[src/rtl/core_sequencer.sv]
// rtl/core_sequencer.sv - fetch/execute/memory-wait sequencer with program counter, ALU flags and retire counter
module core_sequencer #(
  parameter int D  = 10,
  parameter int CW = 16
) (
  input  logic          clk,
  input  logic          reset,
  input  logic          start,
  input  logic [D-1:0]  halt_pc,
  input  logic          branch_en,
  input  logic [D-1:0]  target,
  input  logic          is_mem,
  input  logic          mem_ready,
  input  logic          sc_o,
  input  logic          sc_clr,
  input  logic          sc_en,
  input  logic          pari,
  input  logic          pari_clr,
  input  logic          pari_en,
  output logic [D-1:0]  prog_ctr,
  output logic          instr_valid,
  output logic          mem_req,
  output logic          commit,
  output logic          sc_q,
  output logic          pari_q,
  output logic          busy,
  output logic          done,
  output logic [CW-1:0] instr_count
);

  typedef enum logic [2:0] {
    IDLE,
    FETCH,
    EXEC,
    MEM_WAIT,
    DONE
  } state_t;

  state_t state;

  // Retire happens in the same cycle the decoder/memory say so, hence decoded
  // from state qualified by the live decoder and memory handshake.
  assign commit      = ((state == EXEC) && !is_mem) || ((state == MEM_WAIT) && mem_ready);
  assign mem_req     = (state == MEM_WAIT) || ((state == EXEC) && is_mem);
  assign instr_valid = (state == EXEC) || (state == MEM_WAIT);
  assign busy        = (state == FETCH) || (state == EXEC) || (state == MEM_WAIT);
  assign done        = (state == DONE);

  always_ff @(posedge clk or negedge reset) begin
    if (!reset) begin
      state       <= IDLE;
      prog_ctr    <= '0;
      instr_count <= '0;
      sc_q        <= 1'b0;
      pari_q      <= 1'b0;
    end else begin
      case (state)
        IDLE, DONE: begin
          if (start) begin
            state       <= FETCH;
            prog_ctr    <= '0;
            instr_count <= '0;
            sc_q        <= 1'b0;
            pari_q      <= 1'b0;
          end
        end
        FETCH:    state <= (prog_ctr == halt_pc) ? DONE : EXEC;
        EXEC:     state <= is_mem ? MEM_WAIT : FETCH;
        MEM_WAIT: if (mem_ready) state <= FETCH;
        default:  state <= IDLE;
      endcase

      // Architectural state moves only on retire; commit is never high in IDLE/DONE.
      if (commit) begin
        prog_ctr <= branch_en ? target : prog_ctr + D'(1);
        if (instr_count != {CW{1'b1}}) instr_count <= instr_count + CW'(1);
        if (sc_clr)       sc_q   <= 1'b0;
        else if (sc_en)   sc_q   <= sc_o;
        if (pari_clr)     pari_q <= 1'b0;
        else if (pari_en) pari_q <= pari;
      end
    end
  end

endmodule

[config.mk]
export PLATFORM = sky130hd
export DESIGN_NAME = core_sequencer
export DESIGN_NICKNAME = d
export VERILOG_FILES = /design/src/rtl/core_sequencer.sv
export SDC_FILE = /design/constraint.sdc
export NUM_CORES = 1
export LEC_CHECK = 0
export ABC_AREA = 1
export CAP_MARGIN = 20
export CORE_UTILIZATION = 45
export CTS_CLUSTER_SIZE = 20
export DETAILED_ROUTE_END_ITERATION = 16
export PLACE_DENSITY = 0.77
export REMOVE_ABC_BUFFERS = 1
export SLEW_MARGIN = 30
export SYNTH_ARGS = -nofsm -noshare
export SYNTH_HDL_FRONTEND = slang
export SYNTH_SLANG_ARGS = --single-unit
[constraint.sdc]
create_clock -name clk -period 4.26 [get_ports clk]
set_input_delay 0.852 -clock clk [delete_from_list [all_inputs] [get_ports clk]]
set_output_delay 0.852 -clock clk [all_outputs]
set_load 0.03 [all_outputs]
==> results by group, run 1 <==
Power and ir drop
  • Peak supply drop: 305.6 uV
  • Pleak: 1.308 nW
  • Power density over the cells: 524.8 nW/um^2

GRT
  • Pin count of the biggest net entering global routing: 32
  • Total grt overflow: 0
  • Number of antenna violations at the first check in global routing: 0
  • First-pass GRT wire length: 9.308 mm
  • Via count of the first global-routing pass: 1959
  • Global Route Usage Sum: 23.40%

Detailed routing
  • Remaining antenna violation count after routing: 0
  • Total wire length after detailed routing: 5.468 mm
  • DRC violation total after the first TritonRoute iteration: 142
  • DRC: 0
  • Count of vias placed by the detailed router: 2193
  • Ratio of routed vias to standard cells: 5.124
  • Number of detailed-routing iterations run before antenna repair: 4
  • Average wire per standard cell: 12.78 um

Min path
  • End point of the most critical hold path: state[2]$_DFFE_PN0P_
  • Hold WC Path Type: reg2reg
  • Hold Path Depth: 2
  • Origin of the worst min-delay path: state[2]$_DFFE_PN0P_

Worst setup path
  • Cell depth of the worst flop-to-flop path: 9
  • WP data required: 3410 ps
  • Signal arrival time at the worst endpoint: 2530 ps
  • Reg2Reg Capture Point: instr_count[4]$_DFF_PN0_
  • Capturing element type of the critical path: output port
  • Biggest fanout along the worst timing path: 30
  • Worst path cell trace: clkdlybuf4s50_1 -> inv_1 -> nand3_2 -> nand2_4 -> clkdlybuf4s50_1
  • Crit path launch type: primary input
  • Most used cell along the critical path: clkdlybuf4s50_1
  • Critical path type: in2out
  • Worst path max stage delay: 750 ps
  • Critical Path Slowest Stage Cell: clkdlybuf4s50_1
  • Launch point of the worst reg-to-reg path: instr_count[0]$_DFF_PN0_
  • Flop-to-flop setup slack: 2440 ps

Synthesis
  • Primary FF master, synth: dfrtp_1
  • Library cell occupying the most area in the post-synthesis netlist: dfrtp_1
  • Largest cells by area after synthesis: dfrtp_1 (36%), nand2_1 (16%), nor2_1 (6.2%)
  • Fraction of registers with async set or reset after synthesis: 100.0%
  • Area share of the largest cell type after synthesis: 35.71%
  • Cells after synthesis: 308
  • Synth warnings: 0
  • Total standard cell area after synthesis: 2172 um^2
  • Mean instance size in the synthesized netlist: 7.052 um^2
  • Share of the yosys chip area belonging to registers: 35.71%
  • Post-synth cell types: 29
  • Number of storage elements in the synthesis netlist: 31
  • Post-synth EDFFs: 0

Timing
  • Final setup vio count: 0
  • Final setup slack of the worst path: 877.5 ps
  • Final worst-path cycle share: 79.40%
  • Pins over their slew limit: 0
  • Hold Violations, Final: 0
  • Max_slew headroom: 72.89%
  • Final min period: 3383 ps
  • Unrepaired setup endpoints after global routing: no
  • Fmax achieved: 295.6 MHz
  • Post-Route Skew: 5.205 ps
  • Post-Route Setup TNS: 0 ps
  • Worst Tran Pin Value: 406.2 ps

Die
  • Die H: 71.48 um
  • Top-level port count: 65
  • Cell Rows: 24
  • Initial core utilization: 48.22%
  • Floorplan core area: 4504 um^2
  • Die Footprint: 5109 um^2
  • Overall die width: 71.48 um

Placement
  • Worst setup timing slack at the placement stage: 873.4 ps
  • Half-perimeter wire length of the detailed placement result: 4.148 mm
  • Count of input and output buffers: 64
  • Global placement routability congestion: 0.8907
  • Standard cell area after detailed placement: 2834 um^2

Clock tree
  • Post-CTS Hold Buffers: 0
  • Clk pin slew, worst setup/hold paths: 70 ps
  • CTS tree: done
  • Longest Clk Path Bufs: 2
  • Insertion delay of the later-clocked pin in the worst-skew pair: 290 ps
  • Cell at the root of the clock tree: clkbuf_8
  • Deepest level of the CTS H-tree: 2
  • Post-cts gate resize count: 0
  • Post-CTS setup-driven buffer insertion count: 0
  • Clock sink total: 31
  • Number of buffers added by the clock tree synthesis step: 5

Finish
  • Final core area utilization: 64.86%
  • Final standard cell area without fillers: 2922 um^2
  • Share of final-layout standard cells stronger than drive strength 1: 8.245%
  • Area added between synthesis and finish: 34.50%
  • Number of diodes added for antenna fixing: 0
  • Post-layout nets: 410

Flow run
  • Number of max-capacitance violations reported: 0

Outcome
  • Run status: finished, final reports clean
[synthesized netlist by cell type (3+ instances only)]
cell type and instances:
inv_1 30, nor3_1 3, dfrtp_1 31, nand3_2 3, o21ai_1 6, nand3_1 23, o21ai_0 26, xor2_1 6
xnor2_1 11, nand4_1 6, nor2_1 36, inv_2 4, a21oi_1 4, nand2_1 90, o211ai_1 4, or2_2 4
nand2_2 4
[through the flow]
stage	total power [mW]	instances	hold slack (ps)
6_report	1.533	428	578.9
4_1_cts	1.546	428	576.8
5_1_grt	1.646	428	634.2
3_3_place_gp	1.294	421	555.5
2_1_floorplan	0.9959	304	526.5
3_5_place_dp	1.310	421	560.3
[critical path, delay by kind of cell]
family                 cells  cell delay, ps
buffers and inverters      3            1260
and+or+nand+nor            2             420
[per-layer routing]
metal / share of wire [%] / track usage, % / vias up
li1: - / - / 1125
met1: 47 / 31.93 / 996
met2: 46 / 36.19 / 65
met3: 5.9 / 5.626 / 7
met4: 0.99 / 8.932 / 0
met5: 0 / 0 / -
[sequential cells by signal, indices dropped and copies added, names as in the netlist]
name         flops
prog_ctr        10
sc_q             1
pari_q           1
instr_count     16
state            3
[cell families (layout without fill, tap and decap cells)]
group,Yosys count,in the layout,share of synthesized area (%)
flops,31,31,35.71
xor+xnor,17,17,6.855
compound gates,44,44,11.35
buf+inv,38,106,8.237
simple gates,176,176,36.69
fa+ha+maj,2,2,1.152
[cell usage in the layout (no fill, tap or decap), types with 6 or more instances in the layout]
master            n
clkdlybuf4s50_1  64
o21ai_1           6
dfrtp_1          31
nor2_1           36
nand4_1           6
clkbuf_8          6
nand2_1          90
inv_1            30
nand3_1          23
xor2_1            6
xnor2_1          11
o21ai_0          26
[worst max path at each step]
stage	cells after the start	from	slack, ps	to
after global routing	5	is_mem	810	commit
final	5	is_mem	880	commit
after floorplan	2	is_mem	2010	mem_req
after global placement	5	is_mem	890	commit
after CTS	5	is_mem	870	commit
after detailed placement	5	is_mem	870	commit
[where the power goes]
group          switching (mW)  internal [mW]
registers               0.101          0.373
logic                   0.504          0.324
clock network           0.106          0.126
total                   0.710          0.823
[area by class of cell]
cell class	instances	area, um^2
clock inverter	1	5.005
timing repair buffer	65	648.1
tap	52	65.06
multi-input combinational	239	1217
clock buffer	6	82.58
fill	411	1583
inverter	34	127.6
sequential	31	775.7
(Power assumes the default switching activity.)
==> inputs of run 2 (changes only) <==
- clock period: 4.26 -> 3.39 ns (I/O delays scaled with it)
==> results by group, run 2 (synthesis gave the netlist of run 1 again) <==
Timing
  • Hold Violations, Final: 0 (unchanged)
  • Worst Tran Pin Value: 397.5 ps (was 406.2 ps)
  • Max_slew headroom: 73.47% (was 72.89%)
  • Post-Route Skew: 5.959 ps (was 5.205 ps)
  • Fmax achieved: 367.7 MHz
  • Final setup slack of the worst path: 670.6 ps (was 877.5 ps)
  • Pins over their slew limit: 0 (unchanged)
  • Final setup vio count: 0 (unchanged)
  • Unrepaired setup endpoints after global routing: no (unchanged)
  • Final worst-path cycle share: 80.22%
  • Post-Route Setup TNS: 0 ps (unchanged)
  • Final min period: 2719 ps

Detailed routing
  • Remaining antenna violation count after routing: 0 (unchanged)
  • DRC: 0 (unchanged)
  • Ratio of routed vias to standard cells: 5.158 (was 5.124)
  • Average wire per standard cell: 12.73 um (was 12.78 um)
  • DRC violation total after the first TritonRoute iteration: 95 (was 142)
  • Count of vias placed by the detailed router: 2218 (was 2193)
  • Total wire length after detailed routing: 5.473 mm (was 5.468 mm)
  • Number of detailed-routing iterations run before antenna repair: 4 (unchanged)

Power and ir drop
  • Design Power: 1.963 mW (was 1.533 mW)
  • Peak supply drop: 372.8 uV (was 305.6 uV)
  • Pleak: 1.317 nW (was 1.308 nW)
  • Power density over the cells: 667.3 nW/um^2 (was 524.8 nW/um^2)

Placement
  • Worst setup timing slack at the placement stage: 674.9 ps (was 873.4 ps)
  • Global placement routability congestion: 0.9151 (was 0.8907)
  • Count of input and output buffers: 64 (unchanged)
  • Cell count after placement: 422 (was 421)
  • Half-perimeter wire length of the detailed placement result: 4.196 mm (was 4.148 mm)

Worst setup path
  • Capturing element type of the critical path: output port (unchanged)
  • Cell depth of the worst flop-to-flop path: 9 (unchanged)
  • Reg2Reg Capture Point: instr_count[8]$_DFF_PN0_ (was instr_count[4]$_DFF_PN0_)
  • Biggest fanout along the worst timing path: 2 (was 30)
  • Flop-to-flop setup slack: 1570 ps (was 2440 ps)
  • WP data required: 2710 ps (was 3410 ps)
  • Crit path launch type: primary input (unchanged)
  • Source of the critical timing path: is_mem (unchanged)
  • Endpoint of the most critical setup path: mem_req (was commit)
  • Critical path type: in2out (unchanged)
  • Signal arrival time at the worst endpoint: 2040 ps (was 2530 ps)
  • Launch point of the worst reg-to-reg path: instr_count[0]$_DFF_PN0_ (unchanged)

Clock tree
  • Post-cts gate resize count: 0 (unchanged)
  • Clock sink total: 31 (unchanged)
  • Longest Clk Path Bufs: 2 (unchanged)
  • Number of buffers added by the clock tree synthesis step: 5 (unchanged)
  • Clk pin slew, worst setup/hold paths: 60 ps (was 70 ps)
  • CTS tree: done (unchanged)
  • Cell at the root of the clock tree: clkbuf_8 (unchanged)
  • Post-CTS setup-driven buffer insertion count: 0 (unchanged)
  • Insertion delay of the later-clocked pin in the worst-skew pair: 280 ps (was 290 ps)
  • Post-CTS Hold Buffers: 0 (unchanged)
  • Deepest level of the CTS H-tree: 2 (unchanged)

Finish
  • Largest regs: instr_count: 16 flops, prog_ctr: 10 flops, state: 3 flops (unchanged)
  • Multi-input gate area: 1217 um^2 (unchanged)
  • Area added between synthesis and finish: 35.43% (was 34.50%)
  • Register cell area after layout: 775.7 um^2 (unchanged)
  • Number of diodes added for antenna fixing: 0 (unchanged)
  • Share of final-layout standard cells stronger than drive strength 1: 8.466% (was 8.245%)
  • Final core area utilization: 65.31% (was 64.86%)
  • Post-layout nets: 411 (was 410)
  • Leading cell types in the layout, fill and taps excluded: nand2_1 (90), clkdlybuf4s50_1 (64), nor2_1 (36) (unchanged)
  • Largest register FFs: 16 (unchanged)
  • Most frequent standard cell in the layout excluding fill and tap cells: nand2_1 (unchanged)
  • Post-route insts no fill: 430 (was 428)
  • Top register by number of flip-flops: instr_count (unchanged)
  • Number of inserted filler cells in the final layout: 421 (was 411)

GRT
  • Global Route Usage Sum: 23.64% (was 23.40%)
  • Pin count of the biggest net entering global routing: 32 (unchanged)
  • Total grt overflow: 0 (unchanged)
  • Number of antenna violations at the first check in global routing: 0 (unchanged)
  • Via count of the first global-routing pass: 2031 (was 1959)
  • First-pass GRT wire length: 9.453 mm (was 9.308 mm)

Die
  • Die H: 71.48 um (unchanged)
  • Top-level port count: 65 (unchanged)
  • Die Footprint: 5109 um^2 (unchanged)
  • Overall die width: 71.48 um (unchanged)
  • Floorplan core area: 4504 um^2 (unchanged)
  • Initial core utilization: 48.22% (unchanged)
  • Cell Rows: 24 (unchanged)

Flow run
  • Number of max-capacitance violations reported: 0 (unchanged)

Outcome
  • Run status: finished, final reports clean (unchanged)

Min path
  • Hold WC Path Type: reg2reg (unchanged)
run 2: cell types whose count changed in the layout (fill, tap and decap cells not counted), sizes merged:
cell and change:
clkbuf +2, buf +1, clkinv -1
run 2: worst min path at each step:
stage,slack [ps],from,end,cells after the start
3_3_place_gp,540,instr_count[14]$_DFF_PN0_,instr_count[14]$_DFF_PN0_,2
6_report,560,instr_count[14]$_DFF_PN0_,instr_count[14]$_DFF_PN0_,2
3_5_place_dp,550,instr_count[14]$_DFF_PN0_,instr_count[14]$_DFF_PN0_,2
2_1_floorplan,380,reset,instr_count[0]$_DFF_PN0_,0
5_1_grt,610,instr_count[14]$_DFF_PN0_,instr_count[14]$_DFF_PN0_,2
4_1_cts,570,instr_count[14]$_DFF_PN0_,instr_count[14]$_DFF_PN0_,2
run 2: per-stage QoR:
| stage | instance area (um^2) | hold WS [ps] |
|---|---|---|
| after floorplan | 2121 | 382.4 |
| after global routing | 2942 | 611.6 |
| after global placement | 2841 | 543.4 |
| final | 2942 | 564.7 |
| after detailed placement | 2841 | 554.0 |
| after CTS | 2942 | 571.3 |
run 2: cell type report:
class / count / share of cell area (%)
tap: 52 / 2.212
timing repair buffer: 66 / 22.29
sequential: 31 / 26.37
multi-input combinational: 239 / 41.39
inverter: 34 / 4.339
clock buffer: 8 / 3.403
run 2: metal layers:
| layer | up-vias | routed length, um | track usage, % | part of all wire [%] |
|---|---|---|---|---|
| met2 | 64 | 2506 | 37.67 | 46 |
| met3 | 9 | 316 | 4.219 | 5.8 |
| met1 | 1017 | 2574 | 33.18 | 47 |
| met4 | 0 | 76 | 6.754 | 1.4 |
| met5 | - | 0 | 0 | 0 |
| li1 | 1128 | - | - | - |
run 2: worst max-delay path: stages:
cell	delay, ps
clkdlybuf4s50_1	480
inv_1	60
a21oi_1	140
clkdlybuf4s50_1	680
run 2: report_power, final:
part | switching [mW] | internal [mW] | total, mW
logic | 0.635 | 0.413 | 1.05
clock network | 0.137 | 0.185 | 0.322
registers | 0.125 | 0.468 | 0.593
total | 0.896 | 1.07 | 1.96
==> inputs of run 3 (changes only) <==
- clock period: 3.39 -> 2.8 ns (I/O delays scaled with it)
==> results by group, run 3 (synthesis gave the netlist of run 1 again) <==
Flow run
  • Number of max-capacitance violations reported: 0 (unchanged)

Timing
  • Post-Route Skew: 4.363 ps (was 5.959 ps)
  • Post-Route Setup TNS: 0 ps (unchanged)
  • Worst Tran Pin Value: 413.9 ps (was 397.5 ps)
  • Unrepaired setup endpoints after global routing: no (unchanged)
  • Final worst-path cycle share: 88.48%
  • Post-route worst hold slack: 581.3 ps (was 564.7 ps)
  • Final min period: 2477 ps
  • Fmax achieved: 403.7 MHz
  • Max_slew headroom: 72.41% (was 73.47%)
  • Final setup vio count: 0 (unchanged)
  • Pins over their slew limit: 0 (unchanged)
  • Hold Violations, Final: 0 (unchanged)

Detailed routing
  • Wire length on met2: 2.699 mm (was 2.506 mm)
  • Uppermost routed layer: met4 (unchanged)
  • Post-Route M1 WL: 2.678 mm (was 2.574 mm)
  • Ratio of routed vias to standard cells: 5.221 (was 5.158)
  • Average wire per standard cell: 13.20 um (was 12.73 um)
  • DRC violation total after the first TritonRoute iteration: 156 (was 95)
  • Total wire length after detailed routing: 5.677 mm (was 5.473 mm)
  • Count of vias placed by the detailed router: 2245 (was 2218)
  • Remaining antenna violation count after routing: 0 (unchanged)
  • Number of detailed-routing iterations run before antenna repair: 4 (unchanged)
  • Detail Route met3 WL: 219 um (was 316 um)
  • DRC: 0 (unchanged)

Clock tree
  • Cell at the root of the clock tree: clkbuf_8 (unchanged)
  • Longest Clk Path Bufs: 2 (unchanged)
  • Clk pin slew, worst setup/hold paths: 60 ps (about the same)
  • Post-cts gate resize count: 0 (unchanged)
  • Post-CTS setup-driven buffer insertion count: 0 (unchanged)
  • CTS tree: done (unchanged)
  • Insertion delay of the later-clocked pin in the worst-skew pair: 290 ps (was 280 ps)
  • Number of buffers added by the clock tree synthesis step: 5 (unchanged)
  • Post-CTS Hold Buffers: 0 (unchanged)
  • Clock sink total: 31 (unchanged)
  • Deepest level of the CTS H-tree: 2 (unchanged)

Die
  • Initial core utilization: 48.22% (unchanged)
  • Floorplan core area: 4504 um^2 (unchanged)
  • Cell Rows: 24 (unchanged)
  • Top-level port count: 65 (unchanged)
  • Die Footprint: 5109 um^2 (unchanged)
  • Overall die width: 71.48 um (unchanged)
  • Die H: 71.48 um (unchanged)

Worst setup path
  • Critical path type: in2out (unchanged)
  • WP data required: 2240 ps (was 2710 ps)
  • Biggest fanout along the worst timing path: 2 (unchanged)
  • Crit path launch type: primary input (unchanged)
  • Capturing element type of the critical path: output port (unchanged)
  • Signal arrival time at the worst endpoint: 1920 ps (was 2040 ps)

Outcome
  • Run status: finished, final reports clean (unchanged)

Placement
  • Count of input and output buffers: 64 (unchanged)
  • Global placement routability congestion: 0.9358 (was 0.9151)
  • Standard cell area after detailed placement: 2839 um^2 (was 2841 um^2)
  • Half-perimeter wire length of the detailed placement result: 4.252 mm (was 4.196 mm)

Min path
  • Hold WC Path Type: reg2reg (unchanged)

Power and ir drop
  • Design Power: 2.457 mW (was 1.963 mW)
  • Pleak: 1.329 nW (was 1.317 nW)
  • Power density over the cells: 831.0 nW/um^2 (was 667.3 nW/um^2)
  • Peak supply drop: 491.9 uV (was 372.8 uV)

Finish
  • Area added between synthesis and finish: 36.12% (was 35.43%)
  • Largest register FFs: 16 (unchanged)
  • Share of final-layout standard cells stronger than drive strength 1: 8.995% (was 8.466%)
  • Top register by number of flip-flops: instr_count (unchanged)
  • Post-layout nets: 411 (unchanged)
  • Number of diodes added for antenna fixing: 0 (unchanged)
  • Final standard cell area without fillers: 2957 um^2 (was 2942 um^2)
  • Most frequent standard cell in the layout excluding fill and tap cells: nand2_1 (unchanged)
  • Leading cell types in the layout, fill and taps excluded: nand2_1 (90), clkdlybuf4s50_1 (63), nor2_1 (36) (was nand2_1 (90), clkdlybuf4s50_1 (64), nor2_1 (36))
  • Largest regs: instr_count: 16 flops, prog_ctr: 10 flops, state: 3 flops (unchanged)

GRT
  • Total grt overflow: 0 (unchanged)
  • Number of antenna violations at the first check in global routing: 0 (unchanged)
  • Global Route Usage Sum: 23.97% (was 23.64%)
  • Pin count of the biggest net entering global routing: 32 (unchanged)
  • First-pass GRT wire length: 9.480 mm (was 9.453 mm)
  • Via count of the first global-routing pass: 2081 (was 2031)
==> run 3: cell count changes in the layout (fill, tap and decap cells not counted) <==
cell	delta
buf_4	+1
bufinv_16	+1
clkbuf_1	-1
clkbuf_8	-1
clkdlybuf4s50_1	-1
clkinv_2	+1
==> run 3: worst paths after layout <==
kind / from / to / slack, ps / cells after the start
max in group asynchronous: reset / instr_count[10]$_DFF_PN0_ / 1830 / 2
worst min-delay path: instr_count[14]$_DFF_PN0_ / instr_count[14]$_DFF_PN0_ / 580 / 2
worst max register to register: instr_count[0]$_DFF_PN0_ / instr_count[5]$_DFF_PN0_ / 930 / 9
min in group asynchronous: reset / instr_count[7]$_DFF_PN0_ / 670 / 2
worst min register to register: instr_count[14]$_DFF_PN0_ / instr_count[14]$_DFF_PN0_ / 580 / 2
worst max-delay path: is_mem / mem_req / 320 / 4
==> run 3: power breakdown <==
group,switching [mW],total (mW),internal (mW),leakage [nW]
logic,0.768,1.27,0.499,0.856
clock network,0.176,0.464,0.288,0.0612
registers,0.160,0.726,0.567,0.412
==> run 3: through the flow <==
stage	util [%]	instances	worst slack, ps
CTS	65.64	430	316.7
finish	65.64	430	322.6
global route	65.64	430	284.9
floorplan	-	304	1028
detailed placement	63.03	422	325.4
global placement	63.03	422	348.9
==> run 3: area by class of cell <==
type	count	area, um^2
fill	413	1548
multi-input combinational	239	1217
sequential	31	775.7
timing repair buffer	66	653.1
inverter	34	127.6
clock buffer	6	82.58
tap	52	65.06
clock inverter	2	35.03
==> run 3: critical path: stages <==
cell and delay (ps):
clkdlybuf4s50_1 480, inv_1 60, a21oi_1 140, clkdlybuf4s50_1 680
==> run 3: per-layer routing <==
metal | track usage (%) | vias up
met4 | 8.715 | 0
met2 | 40.11 | 57
met5 | 0 | -
met1 | 31.46 | 1047
met3 | 3.938 | 11
li1 | - | 1130
